`config.mk`:
```
export PLATFORM = sky130hd
export DESIGN_NAME = tdm_demux8
export DESIGN_NICKNAME = d
export VERILOG_FILES = /design/src/rtl/tdm_demux8.sv
export SDC_FILE = /design/constraint.sdc
export NUM_CORES = 1
export LEC_CHECK = 0
export BUFFER_PORTS_ARGS = -buffer_cell sky130_fd_sc_hd__buf_2
export CAP_MARGIN = 20
export CORE_MARGIN = 3
export CORE_UTILIZATION = 45
export CTS_BUF_LIST = sky130_fd_sc_hd__clkbuf_8
export DETAILED_ROUTE_END_ITERATION = 8
export PLACE_DENSITY = 0.68
export SLEW_MARGIN = 20
export SYNTH_ARGS = -nofsm -noshare
export SYNTH_HDL_FRONTEND = slang
export SYNTH_SLANG_ARGS = --single-unit
```
`constraint.sdc`:
```
create_clock -name clk -period 1.6 [get_ports clk]
set_clock_uncertainty 0.15 [all_clocks]
set_input_delay 0.24 -clock clk [delete_from_list [all_inputs] [get_ports clk]]
set_output_delay 0.24 -clock clk [all_outputs]
set_load 0.005 [all_outputs]
```
`src/rtl/tdm_demux8.sv`:
```
// -----------------------------------------------------------------------------
// tdm_demux8 -- receive end of an 8-channel time-division serial link.
//
// The transmitter walks an 8:1 select 0..7 and sends one bit per slot. This
// block samples the line on each slot strobe and tracks the slot number with a
// 3-bit counter that a frame-sync marker aligns to slot 0. It then presents
// each complete frame as one registered 8-bit word.
//
// Parameters
//   CHECK_SYNC  1: frame_sync must accompany every slot 0 while locked, and a
//                  missing sync drops lock. 0: free-run once locked.
//   RESET_OUT   value held on out after reset.
//
// Ports
//   clk         input   rising-edge system clock
//   rst_n       input   asynchronous active-low reset
//   en          input   slot strobe; din/frame_sync are sampled only when high
//   frame_sync  input   marks the current din bit as slot 0
//   din         input   serial channel bit for the current slot
//   out         output  [7:0] last complete frame, out[k] = channel k
//   frame_valid output  one-cycle pulse when out is updated
//   sel         output  [2:0] slot expected on the next strobe
//   locked      output  1 while aligned to frames
//   sync_err    output  one-cycle pulse on an alignment violation
// -----------------------------------------------------------------------------
module tdm_demux8 #(
  parameter bit         CHECK_SYNC = 1'b1,
  parameter logic [7:0] RESET_OUT  = 8'h00
) (
  input  logic       clk,
  input  logic       rst_n,
  input  logic       en,
  input  logic       frame_sync,
  input  logic       din,
  output logic [7:0] out,
  output logic       frame_valid,
  output logic [2:0] sel,
  output logic       locked,
  output logic       sync_err
);

  typedef enum logic {ST_HUNT, ST_LOCKED} state_t;

  state_t     r_state, w_state_nxt;
  logic [2:0] r_sel,   w_sel_nxt;
  // Slots 0..6 are buffered here; slot 7 goes straight into out with them.
  logic [6:0] r_cap,   w_cap_nxt;
  logic [7:0] r_out,   w_out_nxt;
  logic       r_fv,    w_fv_nxt;
  logic       r_err,   w_err_nxt;
  logic       r_locked;

  always_ff @(posedge clk or negedge rst_n) begin
    if (!rst_n) begin
      r_state  <= ST_HUNT;
      r_sel    <= 3'd0;
      r_cap    <= 7'd0;
      r_out    <= RESET_OUT;
      r_fv     <= 1'b0;
      r_err    <= 1'b0;
      r_locked <= 1'b0;
    end else begin
      r_state  <= w_state_nxt;
      r_sel    <= w_sel_nxt;
      r_cap    <= w_cap_nxt;
      r_out    <= w_out_nxt;
      r_fv     <= w_fv_nxt;
      r_err    <= w_err_nxt;
      r_locked <= (w_state_nxt == ST_LOCKED);
    end
  end

  always_comb begin
    w_state_nxt = r_state;
    w_sel_nxt   = r_sel;
    w_cap_nxt   = r_cap;
    w_out_nxt   = r_out;
    w_fv_nxt    = 1'b0;
    w_err_nxt   = 1'b0;

    if (en) begin
      unique case (r_state)
        ST_HUNT: begin
          if (frame_sync) begin
            w_cap_nxt[0] = din;
            w_sel_nxt    = 3'd1;
            w_state_nxt  = ST_LOCKED;
          end
        end
        ST_LOCKED: begin
          if (frame_sync) begin
            // A sync anywhere but slot 0 (including slot 7) abandons the
            // partial frame and restarts alignment on this bit.
            w_err_nxt    = (r_sel != 3'd0);
            w_cap_nxt[0] = din;
            w_sel_nxt    = 3'd1;
          end else if (r_sel == 3'd0) begin
            if (CHECK_SYNC) begin
              w_err_nxt   = 1'b1;
              w_sel_nxt   = 3'd0;
              w_state_nxt = ST_HUNT;
            end else begin
              w_cap_nxt[0] = din;
              w_sel_nxt    = 3'd1;
            end
          end else if (r_sel == 3'd7) begin
            w_out_nxt = {din, r_cap};
            w_fv_nxt  = 1'b1;
            w_sel_nxt = 3'd0;
          end else begin
            w_cap_nxt[r_sel] = din;
            w_sel_nxt        = r_sel + 3'd1;
          end
        end
        default: w_state_nxt = ST_HUNT;
      endcase
    end
  end

  assign out         = r_out;
  assign frame_valid = r_fv;
  assign sel         = r_sel;
  assign locked      = r_locked;
  assign sync_err    = r_err;

endmodule

```
== Word-level counts from Yosys, hierarchy flattened ==
Cells that the tools add are included.

* Reduce and logical (&&, ||, !) cells: 7
* Add/sub/neg operators: 1
* Bitwise logic cells: 4
* Equality and inequality tests: 4
* $lt $le $gt $ge: 2
* Multiplexer cells: 26

{| class="wikitable"
|+ Operators with widths
! operator !! number
|-
| 1-bit 2-to-1 mux || 17
|-
| 3-bit 2-to-1 mux || 4
|-
| 5-bit AND reduction || 2
|-
| 7-bit bitwise mux || 1
|-
| 3-bit inequality test, second input constant || 2
|-
| 3-bit case mux with 2 select lines || 1
|-
| 3-bit by 4-bit less-than comparator with 1-bit output, second input constant || 1
|-
| 1-bit inverter || 4
|-
| 1-bit case mux with 2 select lines || 2
|-
| 4-bit AND reduction || 1
|-
| 3-bit by 1-bit adder with 3-bit output, second input constant || 1
|-
| 1-bit demux with 3-bit select || 1
|-
| 3-bit equality test, second input constant || 1
|-
| 3-bit by 1-bit greater-or-equal comparator with 1-bit output, second input constant || 1
|-
| 3-bit zero test || 1
|-
| 3-bit nonzero test || 1
|-
| 2-bit inequality test, second input constant || 1
|-
| 2-bit AND reduction || 1
|-
| 1-bit logical AND || 1
|}

* Flip-flop bits (word level): 21
* Input port bits: 5
* Word-level logic and storage cells: 51
* Output and inout port bits: 14

== Depth between registers and ports, before layout ==
Gate-level depths: netlist of run 1.

* Depth in word-level cells: 9
* Mapped depth: 5
* Depth with buffers taken out: 5

== Least setup slack after synthesis of run 1 ==
No wires, ideal clock.

* Kind: reg2reg
* Start: reg r_sel[0] (netlist: sel[0])
* End: reg r_out[0] (netlist: out[0])
* Clock period less this slack: 1.735 ns
* Data required time: 1.325 ns
* Slack: -0.135 ns
* Stages on the path, launching flop included: 6
* Buffers on the path: 0
* Arrival time: 1.461 ns
* Setup time: 0.125 ns
* Cell sequence: dfrtp_1 -> inv_1 -> ha_1 -> nor2b_1 -> nand3b_4 -> mux2_2

* Longest elaborated chain between the ends: 3
* Elaborated cells on any way between the ends: 4
* Classes of those cells: 1 x eq/ne; 1 x bitwise; 2 x reduce/logical

{| class="wikitable"
|+ RTL lines
! item !! RTL line !! source
|-
| from (decl) || 45 || <nowiki>logic [2:0] r_sel, w_sel_nxt;</nowiki>
|-
| from (signal assigned) || 64 || <nowiki>r_sel <= w_sel_nxt;</nowiki>
|-
| 3-bit zero test || 97 || <nowiki>end else if (r_sel == 3'd0) begin</nowiki>
|-
| 1-bit inverter (no source line) || n/a ||
|-
| 5-bit AND reduction (no source line) (*) || n/a ||
|-
| to (signal assigned) || 66 || <nowiki>r_out <= w_out_nxt;</nowiki>
|-
| to (decl) || 48 || <nowiki>logic [7:0] r_out, w_out_nxt;</nowiki>
|}

Every way passes the cells marked *; elsewhere a longest branch is shown, timed or not.
A chain may end at the register's enable or synchronous reset.

== Final worst setup path of run 1 ==
* Start: reg r_sel[1] (netlist: sel[1])
* End: reg r_out[0] (netlist: out[0])

The elaborated chain is that of the path after synthesis.

==> results_dict.tcl, run 1 <==
set metrics [dict create \
    synth_enable_flop_cells 0 \
    power.leakage_nw 0.775 \
    grt_pass1_wl_mm 3.80 \
    core_area_mm2 0.00204 \
    rsz0062_at_grt "yes" \
    fp.dieW_um 53.3 \
    place.gp.congestion 0.853 \
    place_ws_ns -0.0450 \
    synthTopCellsByArea "dfrtp_1 (52%), mux2_2 (16%), ha_1 (5.0%)" \
    routed_wl_mm 2.31 \
    clk_pin_slew_ns 0.07 \
    grt_overflow_total 0 \
    port_buffers 18 \
    clockBufferDepth 2 \
    synth-main-ff-cell "dfrtp_1" \
    cp.required_ns 1.59 \
    status "finished with violations" \
    setup_ws_ns -0.0434 \
    grt_pass1_vias 841 \
    ys_async_sr_fraction 1.00 \
    finalHoldViolations 0 \
    vias 796 \
    nFillCells 164 \
    die_height_um 53.3 \
    drive_gt1_frac 0.583 \
    io_pins 19 \
    syn_avg_cell_area_um2 12.6 \
    path_max_fanout 5 \
    yosys-top-cells-count "dfrtp_1 (21), mux2_2 (14), inv_1 (7)" \
    synthToLayoutAreaGrowth_pct 38.5 \
    powerDensity_mw_per_mm2 1570 \
    ys_seq_area_frac 0.521 \
    syn_inst 80 \
    wl_per_cell_um 16.3 \
    clock.fmax_mhz 609 \
    drtAntennaViolNets 0 \
    drt-pass1-iter-count 4 \
    tightestPinTransition_ns 0.446 \
    clk_latency_ns 0.25 \
    synth_top_area_cell "dfrtp_1" \
    antenna_cells 0 \
    cts_max_level 1 \
    ys_warn_count 0 \
    fin_area_mm2 0.00140 \
    clock-sinks 21 \
    via_per_inst 5.61 \
    start_util 0.494 \
    post-route-drc-count 0 \
    hpwlAfterDp_mm 1.38 \
    fin_crit_ns 1.64 \
    drt_iter0_drc 8 \
    netlist_area_mm2 0.00101 \
    relSlewSlack 0.702 \
    arrival_ns 1.63 \
    synthMostInstantiatedCell "dfrtp_1" \
    nets 125 \
    synth_nets 89 \
    start_kind "register" \
    ys_ff_latch 21 \
    core.rowCount 16 \
    placed_area_mm2 0.00120 \
    critical_path_class "register to register" \
    max-cap-violations 0 \
    vdd_drop_max_uv 962 \
    setup_viol_count_final 12 \
    endpoint_kind "register" \
    cts_made_buffers 3 \
    die_area_mm2 0.00285 \
    min_path_type "input pin to register" \
    finalCritPeriodShare 1.03 \
    antenna_found_initial 0 \
    synth_top_area_frac 0.521 \
    synth_cell_types 29 \
    track_usage 0.187 \
    violations "setup timing" \
    slew_viol_final 0 \
    cts_tree "yes" \
    root_buffer "clkbuf_8" \
    grt_max_degree 22 \
]
==> registers in the layout, summed over array words and instances (netlist names) <==
signal       cells
sync_err         1
locked           1
out              8
frame_valid      1
sel              3
r_cap            7
==> final timing paths <==
| path | startpoint | cells past startpoint | slack [ns] | to |
|---|---|---|---|---|
| worst max-delay path | sel[1] | 5 | -0.04 | out[0] |
| min in group asynchronous | rst_n | 2 | 0.32 | out[1] |
| worst max register to register | sel[1] | 5 | -0.04 | out[0] |
| max in group asynchronous | rst_n | 2 | 0.64 | sel[0] |
| worst min-delay path | din | 2 | 0.19 | r_cap[3] |
| worst min register to register | r_cap[5] | 1 | 0.36 | out[5] |
==> report_power, final <==
group | total, mW | switching [mW] | internal [mW]
sequential | 0.794 | 0.122 | 0.672
combinational | 1.06 | 0.449 | 0.615
clock | 0.334 | 0.161 | 0.173
total | 2.19 | 0.733 | 1.46
==> final cells by class <==
cell class | count | area, um^2 | share of cell area
clock buffers | 3 | 41.3 | 0.0296
flip-flops and latches | 21 | 528 | 0.378
inverters | 7 | 26.3 | 0.0188
well taps | 27 | 33.8 | 0.0242
repair buffers | 34 | 213 | 0.152
multi-input cells | 49 | 549 | 0.393
clock inverters | 1 | 5.00 | 0.00358
==> cell usage in the layout, fill, tap and decap left out, drive strengths merged, types with 2 or more instances in the layout <==
cell type / count
nand3b: 2
nand3: 3
dfrtp: 21
ha: 4
clkbuf: 3
mux2: 14
nor2: 3
inv: 7
nand2: 2
nor2b: 2
buf: 33
nand4: 3
==> logic make-up after synthesis <==
group | Yosys count | synth area share
adder cells (fa/ha/maj) | 4 | 0.0496
AO/OA/AOI/OAI | 10 | 0.0794
multiplexers | 14 | 0.156
AND/OR/NAND/NOR | 20 | 0.136
flip-flops | 21 | 0.521
buffers and inverters | 11 | 0.0571
==> metal layers <==
layer | vias up | track usage | share of wire
li1 | 366 | - | -
met1 | 409 | 0.221 | 0.43
met2 | 19 | 0.300 | 0.52
met3 | 2 | 0.0423 | 0.042
met4 | 0 | 0.119 | 0.0074
met5 | - | 0 | 0
==> stage by stage <==
| stage | hold slack [ns] | setup TNS [ns] | total power [mW] | cells | utilization |
|---|---|---|---|---|---|
| floorplan | -0.206 | -0.177 | 1.26 | 80 | - |
| global placement | 0.0615 | -0.205 | 1.55 | 129 | 0.590 |
| detailed placement | 0.0701 | -0.355 | 1.57 | 129 | 0.590 |
| CTS | 0.191 | -0.157 | 2.08 | 140 | 0.658 |
| global route | 0.210 | -1.17 | 2.35 | 142 | 0.684 |
| finish | 0.195 | -0.362 | 2.19 | 142 | 0.684 |
==> critical path: stages, from the launching register on <==
cell      delay (ns)
dfrtp_2         0.45
inv_2           0.09
ha_4            0.15
nor2b_4         0.17
nand3b_4        0.22
mux2_4          0.31
==> what timing repair did <==
action / in CTS / in global routing
buffers inserted: 5 / 2
gates cloned: 1 / 0
endpoints found under the setup margin: 10 / 20
hold buffers: 1 / 0
pin swaps: 5 / 5
hold endpoints to repair: 21 / 0
resized for setup: 9 / 8
No activity file was read; power rests on OpenSTA's default activity.
==> inputs of run 2 (changes only) <==
--- a/config.mk
+++ b/config.mk
@@ -11,7 +11,8 @@
 export CORE_UTILIZATION = 45
 export CTS_BUF_LIST = sky130_fd_sc_hd__clkbuf_8
 export DETAILED_ROUTE_END_ITERATION = 8
-export PLACE_DENSITY = 0.68
+export PLACE_DENSITY_LB_ADDON = 0.1
+export SETUP_SLACK_MARGIN = 0.1
 export SLEW_MARGIN = 20
 export SYNTH_ARGS = -nofsm -noshare
 export SYNTH_HDL_FRONTEND = slang
==> run 2 against run 1 <==
The run still ends with setup timing left. Sequential cell count did not move. Cell count shrank 0.70%. Die area is the same. Power grew 4.9%. Critical path type unchanged.
==> results_dict.tcl, run 2 (same netlist as run 1, synthesis figures left out) <==
set metrics [dict create \
    relSlewSlack 0.692 \
    largest_reg_flops 8 \
    core_area_mm2 0.00204 \
    crit_start "sel[0]" \
    clk_latency_ns 0.26 \
    grt_pass1_wl_mm 3.63 \
    place_ws_ns -0.0520 \
    place.gp.congestion 0.815 \
    cts_max_level 1 \
    vdd_drop_max_uv 1030 \
    arrival_ns 1.63 \
    finalPower_mw 2.30 \
    dp_cells 129 \
    finalCritPeriodShare 1.02 \
    root_buffer "clkbuf_8" \
    rr_worst_depth 5 \
    powerDensity_mw_per_mm2 1600 \
    post-route-drc-count 0 \
    switching_power_mw 0.797 \
    nets 124 \
    antenna_cells 0 \
    track_usage 0.183 \
    cp.required_ns 1.60 \
    cts_made_buffers 3 \
    drtAntennaViolNets 0 \
    seqPwrFrac 0.347 \
    drt_iter0_drc 9 \
    clkPwrFrac 0.156 \
    violations "setup timing" \
    routed_wl_mm 2.42 \
    start_util 0.494 \
    fp.dieW_um 53.3 \
    min_path_type "input pin to register" \
    layout_commonest_cell "dfrtp_1" \
    power_switching_share 0.346 \
    final_cell_count_no_fill 141 \
    fin_setup_tns_ns -0.116 \
    mostFrequentLayoutCells "dfrtp_1 (19), buf_2 (18), buf_4 (13), mux2_4 (10)" \
    die_area_mm2 0.00285 \
    rsz0062_at_grt "yes" \
    die_height_um 53.3 \
    setup_viol_count_final 10 \
    clock.fmax_mhz 615 \
    synthToLayoutAreaGrowth_pct 42.8 \
    tightestPinTransition_ns 0.462 \
    timing.rr.start "sel[0]" \
    antenna_found_initial 0 \
    max-cap-violations 0 \
    vias 786 \
    holdCritStartpoint "en" \
    wl_per_cell_um 17.2 \
    hpwlAfterDp_mm 1.46 \
    port_buffers 18 \
    start_kind "register" \
    critical_path_class "register to register" \
    drt-pass1-iter-count 4 \
    power.leakage_nw 0.780 \
    path_max_fanout 5 \
    clockBufferDepth 2 \
    clk_pin_slew_ns 0.08 \
    finalHoldViolations 0 \
    hold_path_depth 2 \
    combPwrFrac 0.497 \
    cts_tree "yes" \
    fin_crit_ns 1.62 \
    io_pins 19 \
    final_core_util 0.705 \
    grt_overflow_total 0 \
    clock-sinks 21 \
    slew_viol_final 0 \
    endpoint_kind "register" \
    grt_pass1_vias 797 \
    p_int_mw 1.50 \
    core.rowCount 16 \
    drive_gt1_frac 0.623 \
    via_per_inst 5.57 \
    status "finished with violations" \
    grt_max_degree 22 \
    setup_ws_ns -0.0247 \
]
## run 2: cell count changes in the layout (fill, tap and decap cells not counted), sizes merged
cell | previous run | this run
clkinv | 1 | 0
buf | 33 | 32
clkinvlp | 0 | 1
## run 2: final cells by class
class	count	area, um^2
Multi-Input combinational cell	49	594
Sequential cell	21	528
Clock buffer	3	41.3
Clock inverter	1	7.51
Tap cell	27	33.8
Fill cell	156	602
Timing Repair Buffer	33	209
Inverter	7	26.3
## run 2: through the flow
step	area (um^2)	hold WS, ns
6_report	1440	0.126
5_1_grt	1440	0.135
4_1_cts	1380	0.121
3_5_place_dp	1200	0.0687
3_3_place_gp	1200	0.0670
2_1_floorplan	1050	-0.206
## run 2: per-layer routing
layer | track usage | vias to the layer above | share of wire
met5 | 0 | - | 0
met4 | 0.0979 | 0 | 0.027
met3 | 0.0366 | 9 | 0.032
met2 | 0.312 | 22 | 0.53
met1 | 0.211 | 394 | 0.41
li1 | - | 361 | -
## run 2: worst paths after layout
check / endpoint / slack (ns)
max: out[1] / -0.02
min: sel[2] / 0.13
max reg2reg: out[1] / -0.02
min reg2reg: out[3] / 0.36
max in group asynchronous: sel[1] / 0.65
min in group asynchronous: out[7] / 0.30
## run 2: critical path, cell delays in order (launching register included)
cell,delay (ns)
dfrtp_2,0.45
inv_2,0.09
ha_4,0.15
nor2b_4,0.15
nand3b_4,0.20
mux2_4,0.32
## run 2: power groups by stage
| stage | clock, mW | sequential (mW) | combinational (mW) |
|---|---|---|---|
| 4_1_cts | 0.369 | 0.794 | 0.986 |
| 3_3_place_gp | 0 | 0.782 | 0.761 |
| 5_1_grt | 0.384 | 0.817 | 1.23 |
| 3_5_place_dp | 0 | 0.795 | 0.785 |
| 6_report | 0.358 | 0.799 | 1.14 |
| 2_1_floorplan | 0 | 0.816 | 0.440 |
## run 2: repair_timing
item | 4_1_cts | 5_1_grt
endpoints found under the hold margin | 21 | 0
setup buffers | 4 | 2
pin swaps | 9 | 5
cloned | 1 | 0
endpoints found under the setup margin | 16 | 20
hold buffers | 1 | 0
resized for setup | 18 | 7
